==> src/rtl/muldiv_ctrl.sv <==
// Multi-cycle HI/LO multiply/divide sequencer beside EX: stalls the pipeline while
// iterating, then writes HI/LO for one cycle through the whi/wlo/wHiData/wLoData port.
module muldiv_ctrl #(
  parameter int DATA_W  = 32,
  parameter int MUL_LAT = 3
) (
  input  logic              clk,
  input  logic              rst,
  input  logic              start,
  input  logic [1:0]        op,
  input  logic [DATA_W-1:0] opa,
  input  logic [DATA_W-1:0] opb,
  input  logic              flush,
  output logic              busy,
  output logic              done,
  output logic              whi,
  output logic              wlo,
  output logic [DATA_W-1:0] wHiData,
  output logic [DATA_W-1:0] wLoData,
  output logic              div_by_zero
);

  localparam int CNT_MAX = (DATA_W > MUL_LAT) ? DATA_W : MUL_LAT;
  localparam int CNT_W   = $clog2(CNT_MAX + 1);

  typedef enum logic [1:0] {IDLE, MUL, DIV, DONE} state_t;

  state_t              state_q, state_d;
  logic [CNT_W-1:0]    cnt_q, cnt_d;
  logic [DATA_W-1:0]   mag_a_q, mag_a_d;
  logic [DATA_W-1:0]   mag_b_q, mag_b_d;
  logic                quo_neg_q, quo_neg_d;
  logic                rem_neg_q, rem_neg_d;
  logic [DATA_W-1:0]   rem_q, rem_d;
  logic [DATA_W-1:0]   quo_q, quo_d;
  logic [DATA_W-1:0]   hi_q, hi_d;
  logic [DATA_W-1:0]   lo_q, lo_d;
  logic                done_q, done_d;
  logic                dbz_q, dbz_d;

  logic                a_neg, b_neg;
  logic [DATA_W-1:0]   opa_mag, opb_mag;
  logic [DATA_W:0]     trial;
  logic                ge;
  logic [DATA_W-1:0]   rem_next, quo_next;
  logic [2*DATA_W-1:0] product, product_s;

  always_ff @(posedge clk or posedge rst) begin
    if (rst) begin
      state_q   <= IDLE;
      cnt_q     <= '0;
      mag_a_q   <= '0;
      mag_b_q   <= '0;
      quo_neg_q <= 1'b0;
      rem_neg_q <= 1'b0;
      rem_q     <= '0;
      quo_q     <= '0;
      hi_q      <= '0;
      lo_q      <= '0;
      done_q    <= 1'b0;
      dbz_q     <= 1'b0;
    end else begin
      state_q   <= state_d;
      cnt_q     <= cnt_d;
      mag_a_q   <= mag_a_d;
      mag_b_q   <= mag_b_d;
      quo_neg_q <= quo_neg_d;
      rem_neg_q <= rem_neg_d;
      rem_q     <= rem_d;
      quo_q     <= quo_d;
      hi_q      <= hi_d;
      lo_q      <= lo_d;
      done_q    <= done_d;
      dbz_q     <= dbz_d;
    end
  end

  always_comb begin
    state_d   = state_q;
    cnt_d     = cnt_q;
    mag_a_d   = mag_a_q;
    mag_b_d   = mag_b_q;
    quo_neg_d = quo_neg_q;
    rem_neg_d = rem_neg_q;
    rem_d     = rem_q;
    quo_d     = quo_q;
    hi_d      = hi_q;
    lo_d      = lo_q;
    done_d    = 1'b0;
    dbz_d     = 1'b0;
    busy      = 1'b0;

    // op[0]==0 selects the signed variants; work on magnitudes and fix signs at the end
    a_neg   = ~op[0] & opa[DATA_W-1];
    b_neg   = ~op[0] & opb[DATA_W-1];
    opa_mag = a_neg ? -opa : opa;
    opb_mag = b_neg ? -opb : opb;

    // One restoring-division step: shift in the next dividend bit, subtract if it fits
    trial    = {rem_q, quo_q[DATA_W-1]};
    ge       = (trial >= {1'b0, mag_b_q});
    rem_next = ge ? DATA_W'(trial - {1'b0, mag_b_q}) : trial[DATA_W-1:0];
    quo_next = {quo_q[DATA_W-2:0], ge};

    product   = {{DATA_W{1'b0}}, mag_a_q} * {{DATA_W{1'b0}}, mag_b_q};
    product_s = quo_neg_q ? -product : product;

    case (state_q)
      IDLE: begin
        if (start && !flush) begin
          busy      = 1'b1;
          mag_a_d   = opa_mag;
          mag_b_d   = opb_mag;
          quo_neg_d = a_neg ^ b_neg;
          rem_neg_d = a_neg;
          if (!op[1]) begin
            state_d = MUL;
            cnt_d   = CNT_W'(MUL_LAT - 1);
          end else if (opb == '0) begin
            state_d = DONE;
            hi_d    = opa;
            lo_d    = '1;
            done_d  = 1'b1;
            dbz_d   = 1'b1;
          end else begin
            state_d = DIV;
            cnt_d   = CNT_W'(DATA_W - 1);
            rem_d   = '0;
            quo_d   = opa_mag;
          end
        end
      end
      MUL: begin
        busy = 1'b1;
        if (flush) begin
          state_d = IDLE;
        end else if (cnt_q == '0) begin
          state_d      = DONE;
          {hi_d, lo_d} = product_s;
          done_d       = 1'b1;
        end else begin
          cnt_d = cnt_q - CNT_W'(1);
        end
      end
      DIV: begin
        busy = 1'b1;
        if (flush) begin
          state_d = IDLE;
        end else begin
          rem_d = rem_next;
          quo_d = quo_next;
          if (cnt_q == '0) begin
            state_d = DONE;
            lo_d    = quo_neg_q ? -quo_next : quo_next;
            hi_d    = rem_neg_q ? -rem_next : rem_next;
            done_d  = 1'b1;
          end else begin
            cnt_d = cnt_q - CNT_W'(1);
          end
        end
      end
      DONE: begin
        state_d = IDLE;
      end
      default: begin
        state_d = IDLE;
      end
    endcase
  end

  assign done        = done_q;
  assign whi         = done_q;
  assign wlo         = done_q;
  assign div_by_zero = dbz_q;
  assign wHiData     = hi_q;
  assign wLoData     = lo_q;

endmodule
==> config.mk <==
export PLATFORM = sky130hd
export DESIGN_NAME = muldiv_ctrl
export DESIGN_NICKNAME = d
export VERILOG_FILES = /design/src/rtl/muldiv_ctrl.sv
export SDC_FILE = /design/constraint.sdc
export NUM_CORES = 2
export LEC_CHECK = 0
export ABC_AREA = 1
export CELL_PAD_IN_SITES_DETAIL_PLACEMENT = 1
export CELL_PAD_IN_SITES_GLOBAL_PLACEMENT = 2
export CORE_ASPECT_RATIO = 1.4
export CORE_MARGIN = 2
export CORE_UTILIZATION = 29
export DETAILED_ROUTE_END_ITERATION = 6
export GPL_TIMING_DRIVEN = 0
export PLACE_DENSITY_LB_ADDON = 0.1
export SLEW_MARGIN = 20
export SYNTH_ARGS = -nofsm -noshare
export SYNTH_HDL_FRONTEND = slang
export SYNTH_SLANG_ARGS = --single-unit
==> constraint.sdc <==
create_clock -name clk -period 16.7 [get_ports clk]
set_input_delay 3.34 -clock clk [delete_from_list [all_inputs] [get_ports clk]]
set_output_delay 3.34 -clock clk [all_outputs]
set_load 0.03 [all_outputs]
==> metrics list <==
* Status: complete, no violations
- Floorplan die width: 369 µm
- IO Pins: 139
- Total negative setup slack: 0 ns
- Sequential cell area fraction in the yosys report: 9.46%
- DRC viols: 0
- For this design, the sink count on the clock tree is 204.
- After the first detailed-routing iteration, the DRC count stood at 2792.
- Dominant synthesized flop cell: dfrtp_1
- Via count of the first global-routing pass: 56600
- Max Transition Viols Final: 0
- EDFF count, synth: 0
- Worst Max-Slew Pin Slew: 1.29 ns
* Synth Area in XOR/XNOR: 1.36%
- Largest net degree at the start of global routing: 84
* CTS tree: yes
- Data on the critical path arrives at its endpoint at 11.39 ns.
* Full die area: 190000 µm²
- Post-CTS timing repair inserted 0 buffers for setup.
- The biggest area contributor in the post-synthesis netlist is fa_1.
- Quantity of gates resized following cts: 0
* Std-Cell Rows: 187
* Hold bufs inserted after CTS: 0
- Before CTS, the worst setup slack after placement is 5.98 ns.
- From synthesis to final layout, the design area changed by 10.7%.
- Async SR Flop Fraction: 100%
- Root cell of the clock tree: clkbuf_16
* Utilization of the core after routing: 32.3%
- In this run the vertical extent of the chip is 514 µm.
- For the final database, setup skew stands at 0.0469 ns.
- Clock period minus worst slack: 10.81 ns
- The initial utilization of the core area, before any placement, comes to 29.2%.
* Required time at the worst-slack endpoint: 17.28 ns
- The number of nets handed over by synthesis was 9156.
- Buffers placed on the I/O ports in this run total 138.
* Unrepaired setup endpoints after global routing: false
- Count of TritonRoute iterations in the first routing pass: 7
- Setup violations remaining at the end of the flow were counted as 0.
- Mean instance size in the synthesized netlist: 6.85 µm²
* # fillers: 23300
* Initial antenna violation count: 19
- In the routed layout, each cell is associated on average with a via count of 4.84.
- Final hold vios: 0
- Type of the worst setup path: reg -> reg
- Critical path peak fanout: 10
* Wire length of the first global-routing pass: 408000 µm
- In this run, CTS created clock tree buffers numbering 29.
- Max stage delay cell, worst path: clkbuf_1
- Post-synthesis register bit count: 204
- Max incr delay on CP: 0.93 ns
- Detailed placement ended at an HPWL of 253000 µm.
- Total length of routed wires: 288000 µm
* Total vias in the final route: 51100
* Final weighted congestion of routability-driven global placement: 0.949
- After floorplanning, the core was sized to cover 185000 µm².
* Crit path setup slack, layout: 5.89 ns
* Peak clock frequency supported by timing: 0.0925 GHz
* Number of buffers between clock root and the deepest sink: 3
* Final nets: 9330
- Ranked by total cell area, the synthesized netlist is headed by fa_1 33%, nand2_1 17%, inv_1 14%, dfrtp_1 9.5%, ha_1 7.1%.
* Clock transition time at the flip-flop clock pins of the worst setup and hold paths: 0.06 ns
* Rel. slew slack: 14.3%
- In this run the remaining antenna-violating nets after routing total 0.
* Startpoint kind of the worst setup timing path: flip-flop
- Synthesis handed over a netlist of 7883 instances.
* Synth cell types: 55
- Across the run, the number of max-cap violations was 0.
- Simple logic cell fraction of the synthesized area: 26.5%
* Share of cells above drive strength 1: 3.74%
- Part of the cycle the worst path needs: 64.8%
- The cell area that synthesis handed to floorplanning was 54000 µm².
- Min-delay worst type: reg -> reg
- Post-detailed-route wirelength per cell: 27.3 µm
- The share of synthesized area in the top cell type comes to 33.3%.
- During synthesis, Yosys emitted a total of 0 warnings.
- After synthesis, the largest family of logic cells by area is adder cells.
- Global routing used 30.4% of the available tracks.
- Summing the areas of all compound-gate instances in the mapped netlist gives 5.11% of the synthesized area.
- Of the total synthesized cell area, the portion taken by full adders, half adders and majority gates is 40.4%.
- The total overflow left after global routing is 0.
* Endpoint type of the worst setup path: flip-flop
* # H-tree levels: 1
- The clock reaches the later pin of the worst-skew pair after 0.68 ns.
- Mux contribution to synthesized area: 0%
[per-layer routing]
metal	global-route usage, %	vias up	share of wire, %
met2	56.8	1094	52
met3	2.54	465	3.2
met1	33.7	26200	38
met4	17.0	6	6.8
met5	0	-	0.067
li1	-	23300	-
[worst paths after layout]
path | startpoint | endpoint | slack, ns | cells past startpoint
max | mag_b_q[8]$_DFFE_PP0P_ | wHiData[20]$_DFFE_PP0P_ | 5.89 | 34
min in group asynchronous | rst | rem_q[25]$_DFFE_PP0P_ | 3.08 | 2
min reg2reg | wHiData[4]$_DFFE_PP0P_ | wHiData[4]$_DFFE_PP0P_ | 0.49 | 2
max in group asynchronous | rst | mag_b_q[13]$_DFFE_PP0P_ | 12.64 | 3
max reg2reg | mag_b_q[8]$_DFFE_PP0P_ | wHiData[20]$_DFFE_PP0P_ | 5.89 | 34
min | wHiData[4]$_DFFE_PP0P_ | wHiData[4]$_DFFE_PP0P_ | 0.49 | 2
[logic make-up after synthesis]
family	after synthesis
AO/OA/AOI/OAI	491
flip-flops	204
AND/OR/NAND/NOR	3442
buffers and inverters	2459
adder cells (fa/ha/maj)	1203
XOR/XNOR	84
[final cells by class]
| type | instances | area [µm²] | area share (%) |
|---|---|---|---|
| Sequential cell | 204 | 5100 | 8.55 |
| Inverter | 2097 | 7880 | 13.2 |
| Timing Repair Buffer | 143 | 1480 | 2.48 |
| Tap cell | 2457 | 3070 | 5.15 |
| Clock inverter | 15 | 262 | 0.438 |
| Buffer | 362 | 1510 | 2.53 |
| Multi-Input combinational cell | 5220 | 39600 | 66.2 |
| Clock buffer | 39 | 833 | 1.40 |
| Antenna cell | 7 | 17.5 | 0.0293 |
[through the flow]
step | hold WS [ns] | cell area, µm² | instances
detailed placement | 0.467 | 58600 | 10500
global placement | 0.466 | 58400 | 10500
CTS | 0.496 | 59700 | 10500
global route | 0.519 | 59700 | 10500
floorplan | 0.467 | 54000 | 7883
finish | 0.489 | 59700 | 10500
[registers in the layout (all words and copies together), names as in the netlist]
register,count
cnt_q,6
rem_q,32
mag_a_q,32
mag_b_q,32
state_q,2
wHiData,32
quo_q,32
wLoData,32
done,1
quo_neg_q,1
rem_neg_q,1
div_by_zero,1
[worst max-delay path, delay by kind of cell (launching register included)]
| kind | cells | cell delay (ns) |
|---|---|---|
| adder cells (fa/ha/maj) | 9 | 4.69 |
| buffers and inverters | 7 | 2.14 |
| flip-flops | 1 | 0.32 |
| AND/OR/NAND/NOR | 18 | 3.54 |
[cell usage after synthesis, types with 17 or more instances]
cell type and number:
o22ai_1 33, o211ai_1 18, xnor2_1 27, dfrtp_1 204, a21oi_1 147, nand3_1 357, ha_1 306, fa_1 897
inv_1 2082, o21ai_0 204, clkbuf_1 321, nor2_2 38, buf_2 19, nand3b_1 27, nand4_1 67, nand3_2 17
nand2_2 57, nand2_1 2430, nor2_1 356, a31oi_1 31, xor2_1 57, nor3_1 41
[placed cells by master, fill, tap and decap left out, types with 29 or more instances in the layout]
cell type,n
nand2_1,2430
inv_1,2081
fa_1,897
nand3_1,357
nor2_1,355
ha_1,306
clkbuf_1,268
o21ai_0,204
dfrtp_1,204
a21oi_1,147
clkdlybuf4s50_1,138
nand4_1,67
nand2_2,57
xor2_1,57
clkbuf_2,56
nor3_1,41
nor2_2,39
o22ai_1,33
a31oi_1,31
clkbuf_16,29
Power is left out: the tool's default activity adds up to more than one toggle a clock period on the data nets, which glitch-free logic cannot reach.
